File: config.mk
export PLATFORM = sky130hd
export DESIGN_NAME = mem_sram_ctrl
export DESIGN_NICKNAME = d
export VERILOG_FILES = /design/src/rtl/mem_pkg.sv /design/src/rtl/mem_lane_align.sv /design/src/rtl/mem_sram_ctrl.sv
export SDC_FILE = /design/constraint.sdc
export NUM_CORES = 1
export LEC_CHECK = 0
export CAP_MARGIN = 20
export CORE_MARGIN = 1.5
export CORE_UTILIZATION = 35
export DETAILED_ROUTE_END_ITERATION = 6
export MAX_ROUTING_LAYER = met4
export PLACE_DENSITY = 0.7
export SLEW_MARGIN = 30
export SYNTH_ARGS = -nofsm -noshare
export SYNTH_HDL_FRONTEND = slang
export SYNTH_SLANG_ARGS = --single-unit
File: constraint.sdc
create_clock -name clk -period 4.4 [get_ports clk]
set_clock_uncertainty 0.05 [all_clocks]
set_input_delay 0.88 -clock clk [delete_from_list [all_inputs] [get_ports clk]]
set_output_delay 0.88 -clock clk [all_outputs]
set_load 0.03 [all_outputs]
File: src/rtl/mem_pkg.sv
// Shared constants for the banked SRAM controller: FSM encoding, access-size
// codes, address field positions and the captured-transaction record.
package mem_pkg;

  localparam logic [2:0] ST_IDLE  = 3'd0;
  localparam logic [2:0] ST_ERR   = 3'd1;
  localparam logic [2:0] ST_RD    = 3'd2;
  localparam logic [2:0] ST_MERGE = 3'd3;
  localparam logic [2:0] ST_WR    = 3'd4;
  localparam logic [2:0] ST_DATA  = 3'd5;

  localparam logic [1:0] SZ_B = 2'b00;
  localparam logic [1:0] SZ_H = 2'b01;
  localparam logic [1:0] SZ_W = 2'b10;

  localparam int CS_HI   = 15;
  localparam int CS_LO   = 13;
  localparam int WIDX_HI = 12;
  localparam int WIDX_LO = 2;

  typedef enum logic {
    PORT_IF = 1'b0,
    PORT_LS = 1'b1
  } port_e;

  typedef struct packed {
    port_e      port;
    logic       we;
    logic [1:0] size;
    logic       uns;
    logic [1:0] lane;
  } txn_t;

  // Out-of-window, illegal size or misaligned accesses never reach the SRAM.
  function automatic logic addr_err(input logic [31:0] addr, input logic [1:0] size);
    logic e;
    e = (addr[31:16] != 16'h0000);
    case (size)
      SZ_B:    e = e;
      SZ_H:    e = e | addr[0];
      SZ_W:    e = e | (addr[1:0] != 2'b00);
      default: e = 1'b1;
    endcase
    return e;
  endfunction

endpackage

File: src/rtl/mem_lane_align.sv
// Byte/halfword lane handling between the 32-bit SRAM word and the LS port:
// load extraction with sign/zero extension, and store-data merge for RMW.
module mem_lane_align
  import mem_pkg::*;
(
  input  logic [31:0] word_i,
  input  logic [1:0]  lane_i,
  input  logic [1:0]  size_i,
  input  logic        unsigned_i,
  input  logic [31:0] wdata_i,
  output logic [31:0] rdata_o,
  output logic [31:0] merged_o
);

  function automatic logic [31:0] load_extract(input logic [31:0] w, input logic [1:0] lane,
                                               input logic [1:0] size, input logic uns);
    logic [7:0]  b;
    logic [15:0] h;
    b = w[{lane, 3'b000} +: 8];
    h = lane[1] ? w[31:16] : w[15:0];
    case (size)
      SZ_B:    return uns ? {24'h000000, b} : {{24{b[7]}}, b};
      SZ_H:    return uns ? {16'h0000, h} : {{16{h[15]}}, h};
      default: return w;
    endcase
  endfunction

  function automatic logic [31:0] store_merge(input logic [31:0] w, input logic [1:0] lane,
                                              input logic [1:0] size, input logic [31:0] wd);
    logic [31:0] m;
    m = w;
    case (size)
      SZ_B: m[{lane, 3'b000} +: 8] = wd[7:0];
      SZ_H: begin
        if (lane[1]) m[31:16] = wd[15:0];
        else         m[15:0]  = wd[15:0];
      end
      default: m = wd;
    endcase
    return m;
  endfunction

  assign rdata_o  = load_extract(word_i, lane_i, size_i, unsigned_i);
  assign merged_o = store_merge(word_i, lane_i, size_i, wdata_i);

endmodule

File: src/rtl/mem_sram_ctrl.sv
// Arbitrates the IF and LS ports onto the banked word-wide SRAM; sub-word
// stores are sequenced as read-modify-write so the SRAM only sees full words.
module mem_sram_ctrl
  import mem_pkg::*;
#(
  parameter int STARVE_MAX = 3
) (
  input  logic        clk,
  input  logic        rst_n,
  input  logic        if_req,
  input  logic [31:0] if_addr,
  output logic        if_gnt,
  output logic        if_rvalid,
  output logic [31:0] if_rdata,
  output logic        if_err,
  input  logic        ls_req,
  input  logic        ls_we,
  input  logic [31:0] ls_addr,
  input  logic [1:0]  ls_size,
  input  logic        ls_unsigned,
  input  logic [31:0] ls_wdata,
  output logic        ls_gnt,
  output logic        ls_rvalid,
  output logic [31:0] ls_rdata,
  output logic        ls_err,
  output logic        sram_en,
  output logic        sram_wen,
  output logic [2:0]  sram_cs,
  output logic [10:0] sram_addr,
  output logic [1:0]  sram_size,
  output logic [31:0] sram_din,
  input  logic [31:0] sram_dout
);

  localparam int SW = $clog2(STARVE_MAX + 1);

  logic [2:0]    state_q, state_d;
  logic [SW-1:0] starve_q, starve_d;
  txn_t          txn_q, txn_d;
  logic [31:0]   data_q, data_d;
  logic [2:0]    cs_q, cs_d;
  logic [10:0]   widx_q, widx_d;
  logic [1:0]    ssize_q, ssize_d;
  logic          if_rvalid_q, if_rvalid_d, if_err_q, if_err_d;
  logic          ls_rvalid_q, ls_rvalid_d, ls_err_q, ls_err_d;
  logic [31:0]   if_rdata_q, if_rdata_d, ls_rdata_q, ls_rdata_d;

  logic        idle, pick_if, resp_v, resp_e;
  logic [31:0] resp_data, load_data, merged, sel_addr, sel_wdata;
  txn_t        sel;

  mem_lane_align u_align (
    .word_i     (sram_dout),
    .lane_i     (txn_q.lane),
    .size_i     (txn_q.size),
    .unsigned_i (txn_q.uns),
    .wdata_i    (data_q),
    .rdata_o    (load_data),
    .merged_o   (merged)
  );

  always_comb begin
    // NOTE: every signal written here gets a default first, so no path infers a latch.
    state_d     = state_q;
    starve_d    = starve_q;
    txn_d       = txn_q;
    data_d      = data_q;
    cs_d        = cs_q;
    widx_d      = widx_q;
    ssize_d     = ssize_q;
    if_rvalid_d = 1'b0;
    ls_rvalid_d = 1'b0;
    if_rdata_d  = if_rdata_q;
    ls_rdata_d  = ls_rdata_q;
    if_err_d    = if_err_q;
    ls_err_d    = ls_err_q;
    resp_v      = 1'b0;
    resp_e      = 1'b0;
    resp_data   = 32'h0;

    // Gated by rst_n so the grant pulses are low while reset is held.
    idle    = rst_n && (state_q == ST_IDLE);
    pick_if = if_req && (!ls_req || (starve_q == SW'(STARVE_MAX)));
    if_gnt  = idle && pick_if;
    ls_gnt  = idle && ls_req && !pick_if;

    sel       = '{port: PORT_IF, we: 1'b0, size: SZ_W, uns: 1'b0, lane: if_addr[1:0]};
    sel_addr  = if_addr;
    sel_wdata = 32'h0;
    if (!pick_if) begin
      sel       = '{port: PORT_LS, we: ls_we, size: ls_size, uns: ls_unsigned, lane: ls_addr[1:0]};
      sel_addr  = ls_addr;
      sel_wdata = ls_wdata;
    end

    case (state_q)
      ST_IDLE: begin
        if (if_gnt || ls_gnt) begin
          if (if_gnt)      starve_d = '0;
          else if (if_req) starve_d = starve_q + SW'(1);
          txn_d = sel;
          if (addr_err(sel_addr, sel.size)) begin
            state_d = ST_ERR;
          end else begin
            cs_d    = sel_addr[CS_HI:CS_LO];
            widx_d  = sel_addr[WIDX_HI:WIDX_LO];
            ssize_d = SZ_W;
            data_d  = sel_wdata;
            state_d = (sel.we && sel.size == SZ_W) ? ST_WR : ST_RD;
          end
        end
      end
      ST_RD:    state_d = txn_q.we ? ST_MERGE : ST_DATA;
      ST_MERGE: begin
        data_d  = merged;
        state_d = ST_WR;
      end
      ST_WR: begin
        resp_v  = 1'b1;
        state_d = ST_IDLE;
      end
      ST_DATA: begin
        resp_v    = 1'b1;
        resp_data = load_data;
        state_d   = ST_IDLE;
      end
      ST_ERR: begin
        resp_v  = 1'b1;
        resp_e  = 1'b1;
        state_d = ST_IDLE;
      end
      default: state_d = ST_IDLE;
    endcase

    if (resp_v) begin
      if (txn_q.port == PORT_IF) begin
        if_rvalid_d = 1'b1;
        if_rdata_d  = resp_data;
        if_err_d    = resp_e;
      end else begin
        ls_rvalid_d = 1'b1;
        ls_rdata_d  = resp_data;
        ls_err_d    = resp_e;
      end
    end
  end

  // NOTE: state registers use non-blocking assignment so every flop samples pre-edge values.
  always_ff @(posedge clk or negedge rst_n) begin
    if (!rst_n) begin
      state_q     <= ST_IDLE;
      starve_q    <= '0;
      txn_q       <= '0;
      data_q      <= 32'h0;
      cs_q        <= 3'h0;
      widx_q      <= 11'h0;
      ssize_q     <= 2'b00;
      if_rvalid_q <= 1'b0;
      ls_rvalid_q <= 1'b0;
      if_err_q    <= 1'b0;
      ls_err_q    <= 1'b0;
      if_rdata_q  <= 32'h0;
      ls_rdata_q  <= 32'h0;
    end else begin
      state_q     <= state_d;
      starve_q    <= starve_d;
      txn_q       <= txn_d;
      data_q      <= data_d;
      cs_q        <= cs_d;
      widx_q      <= widx_d;
      ssize_q     <= ssize_d;
      if_rvalid_q <= if_rvalid_d;
      ls_rvalid_q <= ls_rvalid_d;
      if_err_q    <= if_err_d;
      ls_err_q    <= ls_err_d;
      if_rdata_q  <= if_rdata_d;
      ls_rdata_q  <= ls_rdata_d;
    end
  end

  assign sram_en   = (state_q == ST_RD) || (state_q == ST_WR);
  assign sram_wen  = (state_q == ST_WR);
  assign sram_cs   = cs_q;
  assign sram_addr = widx_q;
  assign sram_size = ssize_q;
  assign sram_din  = data_q;
  assign if_rvalid = if_rvalid_q;
  assign if_rdata  = if_rdata_q;
  assign if_err    = if_err_q;
  assign ls_rvalid = ls_rvalid_q;
  assign ls_rdata  = ls_rdata_q;
  assign ls_err    = ls_err_q;

endmodule

======== Word level (Yosys, flattened, before mapping) ========
Index checks and enable logic that the tools add are counted.
word-level totals
  bits of input ports ..................... 136
  output and inout port bits .............. 120
  flip-flop bits (word level) ............. 127
  word-level logic and storage cells ...... 97
cells by class
  shift operators ......................... 3
  equal/unequal tests ..................... 13
  bitwise gates (word level) .............. 4
  muxes and demuxes ....................... 31
  reduce and logical (&&, ||, !) cells .... 26
  $add $sub $neg .......................... 2
operators with widths
  operator                                                                 number
  32-bit 2-to-1 mux                                                        7
  32-bit one-hot mux with 2 select lines                                   3
  16-bit 2-to-1 mux                                                        3
  32-bit bitwise mux                                                       1
  8-bit by 7-bit variable shift with 32-bit output (first input constant)  1
  32-bit by 6-bit variable part select with 8-bit output                   1
  8-bit by 7-bit variable part select with 32-bit output                   1
  16-bit nonzero test                                                      1
  3-bit 2-to-1 mux                                                         4
  3-bit one-hot mux with 3 select lines                                    1
  1-bit 2-to-1 mux                                                         8
  7-bit 2-to-1 mux                                                         1
  5-bit negation with 7-bit output                                         1
  3-bit by 2-bit equality test with 1-bit output (second input constant)   2
  3-bit equality test (second input constant)                              2
  1-bit logical AND                                                        6
  2-bit AND reduction                                                      3
  3-bit AND reduction                                                      2
  2-bit nonzero test                                                       3
  5-bit AND reduction                                                      1
  2-bit by 1-bit equality test with 1-bit output (second input constant)   2
  2-bit equality test (second input constant)                              2
  2-bit logical NOT                                                        2
  2-bit 2-to-1 mux                                                         2
  14 further kinds                                                         19

======== Depth between registers and ports, before layout ========
  depth in word-level cells ............... 12
  depth in mapped cells ................... 12
  mapped depth without buffers ............ 10

======== By module ========
A second synthesis with hierarchy kept.
second synthesis, totals
  cells, all modules ...................... 939
  area, all modules ....................... 7796.2 µm²
modules (own cells, without submodules)
  module          sequential area each (µm²)  area each (µm²)  times used  cells an instance
  mem_sram_ctrl   3178.0                      5993.2           1           658
  mem_lane_align  0.0                         1803.0           1           281

======== Worst setup path after synthesis ========
OpenSTA, ideal clock, no wires.
  kind .................................... input port to flip-flop
  from .................................... input ls_req
  to ...................................... register data_q[22], in the netlist sram_din[22]
  data required time ...................... 4.225 ns
  arrival ................................. 2.919 ns
  buffers on the path ..................... 2
  stages .................................. 12
  slack ................................... 1.305 ns
  library setup time ...................... 0.125 ns
  cell sequence ........................... inv_2 > o21ai_1 > and2_1 > inv_1 > ha_1 > and3_1 > o31ai_4 > nand3_2 > o21a_1 > buf_6 > buf_6 > mux2_4
RTL lines
  item                    RTL line              RTL
  start: declaration      mem_sram_ctrl.sv:16   input logic ls_req,
  end signal: assignment  mem_sram_ctrl.sv:168  data_q <= data_d;
  end: declaration        mem_sram_ctrl.sv:40   logic [31:0] data_q, data_d;

======== Final worst setup path ========
  from .................................... input ls_req
  to ...................................... output ls_gnt
between the ends
  longest elaborated chain between the ends .. 5
  elaborated cells on any way between the ends .. 6
  those cells by class .................... 6 x reduce/logical
RTL lines
  item                   RTL line             RTL
  1-bit logical NOT      mem_sram_ctrl.sv:83  pick_if = if_req && (!ls_req || (starve_q == SW'(STARVE_MAX)));
  1-bit logical OR       mem_sram_ctrl.sv:83
  1-bit logical AND      mem_sram_ctrl.sv:83
  1-bit logical NOT      --
  1-bit logical AND (*)  mem_sram_ctrl.sv:85  ls_gnt = idle && ls_req && !pick_if;
  end: declaration       mem_sram_ctrl.sv:22  output logic ls_gnt,
Mark *: on every way between the ends. The rest lies on a longest branch, timed or not.

==> metrics <==
die area 19,030 sq um; Worst setup EP type primary output; grt peak-use layer met2; most frequent CP cell clkdlybuf4s50_1; global-route wire length before repair 33,090 um; Pwr per Cell Area 538.5 nW/um^2; Initial Utilization 0.3560; antenna-violating nets left 0; PostCTS Resize Cnt 0; WP data required 3.47 ns; initial antenna violation count 0; Slew @ Worst Pin 0.9836 ns; # fillers 1,584; DRC viols 15; largest net degree at the start of global routing 74; Nets 982; Pleak 0.004198 uW; final WL 22,380 um; row cnt 49; final instance area 9767 sq um; IO Count 256; WP data arrival 3.05 ns; dpl hpwl 16,920 um; via count 5,931; relative slew slack 0.3388; Synth Register Bits 127; Peak VDD IR 0.3224 mV; GRT met1 Usage 0.3020; GRT met2 Usage 0.3950; largest fanout on the critical path 8; Setup Fix Bufs, Post-CTS 0; post-synthesis sequential area ratio 0.4986; root buffer cell clkbuf_16; Placer Congestion 0.8551; Warnings, synthesis 0; Clk pin slew, worst setup/hold paths 0.06 ns; failing checks design-rule violations; DP Area 9134 sq um; max-cap violations 0; Post-CTS Hold Buffers 0; Area Growth Syn to Fin 53.24%; RSZ-0062 raised after global routing no; Num CTS Buffers 17; CTS max path bufs 2; f_max 0.2513 GHz; vias per inst 5.497; clk_lat worst skew 0.42 ns; worst path cell trace clkdlybuf4s50_1, inv_2, o21ai_1, and3_1, clkdlybuf4s50_1; Max stage delay on crit path 0.76 ns; PortBufs 254; syn nets 738; core area 17,900 sq um; commonest non-fill, non-tap cell in the layout clkdlybuf4s50_1; Starting DRT DRC Count 497; TNS Setup 0 ns; router iterations before antenna repair 7; crit share post-route 0.9043; Post-Synthesis Cells 593; minimum clock period 3.979 ns; Post-Syn Area 6374 sq um; Worst Path Class, Setup input pin to primary output; Die Wd 137.9 um; CTS tree built; Die H 137.9 um; Final Hold Viols 0; commonest cells after routing, fill and taps aside clkdlybuf4s50_1 (252), dfrtp_1 (127), nand2_1 (80); layout cells sized above 1 0.1106; met3 Use GR 0.04313; Cell variety after synth 50; GRT Overall Usage 0.2443; HP Class flop to flop; status complete, but fails checks; CP max stage cell clkdlybuf4s50_1; antenna cell count 0; startpoint types input pin; vias in the first global route 5,736; Overflow after GRT 0; final setup fails 0; Avg Cell Area, Syn 10.75 sq um; clk sink count 127; max-slew violations 0; drt wl/cell 20.74 um; H-Tree Depth 4
==> stage by stage <==
| step | std cells | setup WS [ns] | power, uW | hold slack [ns] | util |
|---|---|---|---|---|---|
| floorplan | 593 | 1.305 | 2860 | 0.4038 | - |
| global placement | 1046 | 0.3789 | 3782 | 0.4013 | 0.5101 |
| detailed placement | 1046 | 0.1798 | 3807 | 0.4103 | 0.5102 |
| CTS | 1078 | 0.4357 | 5289 | 0.4318 | 0.5447 |
| global route | 1079 | 0.3050 | 5508 | 0.4553 | 0.5456 |
| finish | 1079 | 0.4212 | 5259 | 0.4262 | 0.5456 |
==> sequential cells by signal (all words and copies together), names as in the netlist, 2 cells and up <==
name and cells:
starve_q 2, state_q 3, txn_q 7, sram_din 32, sram_addr 11, if_rdata 32, sram_cs 3, ls_rdata 32
==> cells in the mapped netlist, drive strengths merged <==
library cell  instances  share of area
o21a                  3         0.0035
o21bai                1         0.0012
a41o                  1         0.0016
conb                  1        0.00059
nor3b                 1         0.0012
nand2b               21          0.021
o22ai                 1        0.00098
o31a                  1         0.0014
a31oi                 2         0.0020
a21o                  2         0.0024
nand4                 1        0.00098
clkbuf               36          0.021
buf                   7         0.0086
nand3b                3         0.0035
a32o                 28          0.044
a22o                 15          0.021
a22oi                16          0.019
o221ai                1         0.0014
nor2b                 5         0.0049
nor4b                 2         0.0061
a222oi               15          0.024
and3                  3         0.0029
or4                   2         0.0024
dfrtp               127           0.50
a21oi                15          0.012
o21ai                57          0.045
nor2                 15         0.0088
nand2                80          0.047
a31o                  1         0.0014
nand3                 3         0.0031
nor4                  8         0.0079
o31ai                16          0.022
ha                    9          0.018
and2                  3         0.0029
nor3                  3         0.0024
inv                  16         0.0094
mux2                 50          0.095
a221oi                7         0.0096
mux2i                15          0.024
==> cells by family after synthesis <==
| family | share of synthesized area |
|---|---|
| simple gates | 0.1148 |
| other cells | 0.0005884 |
| buf+inv | 0.03926 |
| mux | 0.1184 |
| fa+ha+maj | 0.01767 |
| flops | 0.4986 |
| compound gates | 0.2106 |
==> critical path, delay by kind of cell <==
family | cells | cell delay [ns]
buf+inv | 3 | 1.39
compound gates | 1 | 0.42
simple gates | 1 | 0.36
==> worst paths after layout <==
path	slack, ns	cells past startpoint	start	endpoint
worst max register to register	1.04	8	starve_q[0]	sram_din[21]
worst min register to register	0.43	2	if_rdata[4]	if_rdata[4]
max in group asynchronous	2.53	3	rst_n	ls_rdata[30]
worst max-delay path	0.42	5	ls_req	ls_gnt
min in group asynchronous	0.57	2	rst_n	sram_cs[2]
worst min-delay path	0.43	2	if_rdata[4]	if_rdata[4]
==> per-layer routing <==
| metal | wire [um] | vias to the layer above |
|---|---|---|
| met2 | 11070 | 316 |
| met3 | 1588 | 42 |
| met5 | 0 | - |
| met4 | 693 | 0 |
| met1 | 9027 | 2864 |
| li1 | - | 2709 |
==> final cells by class <==
| cell class | count | area [sq um] | share of cell area |
|---|---|---|---|
| timing repair buffer | 268 | 2663 | 0.2726 |
| sequential | 127 | 3178 | 0.3254 |
| multi-input combinational | 407 | 2962 | 0.3032 |
| clock inverter | 10 | 133.9 | 0.01371 |
| tap | 229 | 286.5 | 0.02934 |
| clock buffer | 22 | 484.2 | 0.04958 |
| inverter | 16 | 60.06 | 0.006149 |
==> report_power, final <==
part | total (uW) | internal [uW] | switching [uW]
registers | 1700 | 1440 | 257
logic | 2090 | 894 | 1200
clock network | 1470 | 947 | 519
total | 5260 | 3280 | 1970
(Power assumes the default switching activity.)
==> edit 1, RTL diff (same flow settings) <==
Set the parameter `STARVE_MAX` to 5 (it was 3).
--- a/src/rtl/mem_sram_ctrl.sv
+++ b/src/rtl/mem_sram_ctrl.sv
@@ -3,7 +3,7 @@
 module mem_sram_ctrl
   import mem_pkg::*;
 #(
-  parameter int STARVE_MAX = 3
+  parameter int STARVE_MAX = 5
 ) (
   input  logic        clk,
   input  logic        rst_n,
Formal check against the unedited RTL: no difference found for any inputs over 4 cycles, from zero or initial values and one cycle with rst_n low; that may be too few to reach the edited logic, so the function may still have changed.
==> edit 1 against the unedited design <==
- power increased by 12%
- critical endpoint unchanged
- wire length hardly changed
- worst setup slack gained 0.11 ns
- area after synthesis up 1.3%
- cell area rose by 1.0%
- non-clock buffer count is 1 higher
- sequential cell count up 1
- fmax is 2.7% higher
==> edit 1: results (changes against the unedited design) <==
stage;metric;value;unit;change
run_status;outcome;completed;;
yosys;adder-cell area share of the yosys netlist;1.938;%;+0.17 points
global_routing;largest net degree at the start of global routing;129;;+74%
yosys;Post-Synth XOR/XNOR Area;0.1356;%;+0.14 points
place;Post-DP HPWL;16600;µm;-1.9%
yosys;count of different cell masters after synthesis;53;;+6.0%
cells_and_area;share of layout cells above drive strength 1;10.03;%;-1.0 points
yosys;top cells by count, synth;dfrtp_1, nand2_1, o21ai_0, a22o_1, clkbuf_1;;
global_routing;number of global-route vias before repair;6232;;+8.6%
clock_network;CTS HTree Levels;4;;unchanged
routing;final WL;22380;µm;about the same
routing;1st-iter DRT viols;416;;-16%
worst_setup_path;crit-path max FO;6;;-2
worst_setup_path;reg2reg path depth;11;;+3
yosys;synth top area cells;dfrtp_1, a22o_1, nand2_1;;
timing;Worst-Margin Slew;0.9727;ns;-0.01084 ns
routing;routed via count;6016;;+1.4%
cells_and_area;FILL cells;1642;;+3.7%
routing;Detailed Routing Iterations Pass 1;6;;-1
pwr;Peak VDD IR;437.1;µV;+36%
pwr;Cell Int Power;0.003533;W;+7.6%
yosys;Seq/Total Area, Yosys;49.60;%;-0.26 points
yosys;Syn Nets;766;;+3.8%
cells_and_area;final net count;1010;;+2.9%
yosys;Synth Area in Compound Gates;21.95;%;+0.89 points
worst_hold_path;hold path cells;1;;-1
yosys;mux share of post-synthesis cell area;11.53;%;-0.31 points
place;RePlAce Congestion;0.8735;;+2.2%
global_routing;global-route wire length before repair;35090;µm;+6.1%
global_routing;Total GRT Usage;24.36;%;-0.074 points
pwr;Leak;4.334;nW;+3.2%
worst_setup_path;Max stage delay on crit path;0.76;ns;about the same
-- edit 1: final timing paths --
kind                                    from  slack [ns]            to
worst max register to register   starve_q[0]        0.98  sram_din[10]
worst max-delay path                  ls_req        0.53        ls_gnt
worst min register to register  sram_size[1]        0.42  sram_size[1]
min in group asynchronous              rst_n        0.63  sram_size[1]
worst min-delay path            sram_size[1]        0.42  sram_size[1]
max in group asynchronous              rst_n        3.21     ls_rvalid
-- edit 1: per-layer routing --
layer	wire length [µm]	vias up	track usage (%)
met4	833	0	11.18
met2	10190	325	37.00
met3	2095	55	6.423
li1	-	2780	-
met1	9262	2856	30.46
met5	0	-	-
-- edit 1: power groups by stage --
stage | sequential, W | combinational (W) | clock (W)
floorplan | 0.00227 | 0.000987 | 0
detailed placement | 0.00185 | 0.00250 | 0
global placement | 0.00185 | 0.00248 | 0
finish | 0.00184 | 0.00252 | 0.00154
global route | 0.00188 | 0.00269 | 0.00162
CTS | 0.00184 | 0.00252 | 0.00157
-- edit 1: cells by family (layout without fill, tap and decap cells) --
kind of cell             count (synthesis)  count (layout)
buffers and inverters                   78             335
AO/OA/AOI/OAI                          201             201
flip-flops                             128             128
XOR/XNOR                                 1               1
adder cells (fa/ha/maj)                 10              10
AND/OR/NAND/NOR                        137             137
other                                    1               1
multiplexers                            64              64
-- edit 1: cell type report --
type | count | share of cell area (%)
clock buffer | 19 | 4.489
clock inverter | 13 | 2.042
inverter | 34 | 1.293
multi-input combinational | 414 | 29.80
sequential | 128 | 32.46
tap | 229 | 2.904
timing repair buffer | 269 | 27.01
-- edit 1: stage by stage --
stage	hold slack [ns]	setup slack (ns)	power (W)	instances	cell area [µm²]
after floorplan	0.4241	0.6785	0.003257	620	6457
after global placement	0.4109	0.2206	0.004331	1074	9223
after detailed placement	0.4071	0.1451	0.004355	1074	9223
after CTS	0.4305	0.5399	0.005927	1106	9867
after global routing	0.4594	0.4226	0.006196	1106	9867
final	0.4230	0.5274	0.005897	1106	9867
==> edit 2, RTL diff (same settings) <==
Made on the original files. Reset style: synchronous (`rst_n`), changed in one clocked block.
--- a/src/rtl/mem_sram_ctrl.sv
+++ b/src/rtl/mem_sram_ctrl.sv
@@ -146,7 +146,7 @@
   end
 
   // NOTE: state registers use non-blocking assignment so every flop samples pre-edge values.
-  always_ff @(posedge clk or negedge rst_n) begin
+  always_ff @(posedge clk) begin
     if (!rst_n) begin
       state_q     <= ST_IDLE;
       starve_q    <= '0;
Behaviour: differs if rst_n is asserted again (counterexample within 4 cycles, from zero or initial values and one cycle with rst_n low); with rst_n held inactive, the same outputs for 4 cycles.
==> edit 2 against the unedited design <==
- cell area rose by 0.68%
- wire length up 12%
- the flow still finishes with violations (design-rule violations)
- non-clock buffer count increased by 8
- critical endpoint is now sram_din[9]
- worst setup slack improved by 0.37 ns
- area after synthesis is 2.0% higher
- sequential cell count did not move
Power is not compared: it rests on default switching activity, and its combinational part moved more than twofold at a synthesized area within 25%.
==> edit 2: results (changes against the unedited design) <==
stage;metric;value;unit;change
run_status;outcome;finished with violations;;
run_status;violations in the final reports;design-rule violations;;
global_routing;global-route wire length before repair;37850;µm;+14%
global_routing;number of global-route vias before repair;6608;;+15%
cells_and_area;final net count;1160;;+18%
routing;routed via count;7211;;+22%
routing;met2 WL;11220;µm;+1.4%
yosys;adder-cell area share of the yosys netlist;1.733;%;-0.034 points
yosys;count of different cell masters after synthesis;57;;+14%
routing;remaining routing DRC violations;21;;+6
place;Post-DP HPWL;18260;µm;+8.0%
yosys;syn avg cell area;8.216;µm²;-24%
routing;Met1 Wirelength;10370;µm;+15%
worst_hold_path;Hold Crit Start;sram_size[1];;
yosys;mux share of post-synthesis cell area;5.083;%;-6.8 points
place;# placed instances;1225;;+17%
worst_setup_path;R2R setup slack;1.01;ns;-0.03 ns
timing;worst hold slack;0.4003;ns;-0.02592 ns
yosys;top cells by count, synth;nand2_1, dfxtp_1, a21oi_1, nor2_1, clkbuf_1;;
routing;1st-iter DRT viols;780;;+57%
cells_and_area;Non-Filler Instances;1257;;+16%
yosys;Synth async-reset ratio;0;%;-100 points
worst_hold_path;Min-Delay Endpoint;sram_size[1];;
worst_setup_path;Arrival @ worst endpoint;3.86;ns;+0.81 ns
yosys;Seq/Total Area, Yosys;39.12;%;-11 points
routing;WL met3;2913;µm;+83%
yosys;top_reg_cell synth;dfxtp_1;;
yosys;Yosys top cell area share;39.12;%;-11 points
worst_setup_path;crit-path max FO;22;;+14
yosys;Syn Nets;936;;+27%
global_routing;largest net degree at the start of global routing;73;;-1.4%
worst_setup_path;R2R Path Start;txn_q[1];;
yosys;Synth Area in Compound Gates;30.61;%;+9.5 points
[edit 2: changes by cell type in the layout (fill, tap and decap cells not counted), moves of 34 or more]
cell	delta
a21oi_1	+49
nor2_1	+49
a22oi_1	+39
nand2_1	+58
dfrtp_1	-127
a211oi_1	+34
dfxtp_1	+127
[edit 2: kinds of logic (layout without fill, tap and decap cells)]
kind of cell,count (synthesis),after routing
compound gates,274,274
simple gates,261,261
flops,127,127
buf+inv,88,325
mux,31,31
fa+ha+maj,9,9
other cells,1,1
[edit 2: area by class of cell]
type,count,area [µm²]
inverters,17,65.06
flip-flops and latches,127,2542
clock buffers,17,425.4
repair buffers,276,2703
fillers,1654,8253
multi-input cells,576,3603
well taps,229,286.5
clock inverters,15,207.7
[edit 2: through the flow]
stage                     worst slack, ns  cell area [µm²]  total power [W]
after CTS                          0.8927             9831         0.003562
final                              0.7952             9833         0.003559
after global routing               0.6162             9833         0.003681
after detailed placement           0.5879             9198         0.002050
after global placement             0.6994             9195         0.002045
after floorplan                    0.7949             6499         0.001711
[edit 2: per-layer routing]
layer | track usage [%] | vias to the layer above
met5 | - | -
met4 | 9.351 | 0
met3 | 8.465 | 48
met2 | 38.99 | 424
met1 | 32.67 | 3360
li1 | - | 3379
[edit 2: worst max-delay path by stage]
stage / start / to / slack [ns] / depth (start not counted)
5_1_grt: ls_req / sram_din[13] / 0.62 / 12
3_5_place_dp: ls_req / sram_din[29] / 0.59 / 12
3_3_place_gp: ls_req / sram_din[29] / 0.70 / 12
2_1_floorplan: ls_req / sram_din[22] / 0.79 / 13
6_report: ls_req / sram_din[9] / 0.80 / 12
4_1_cts: ls_req / sram_din[9] / 0.89 / 12
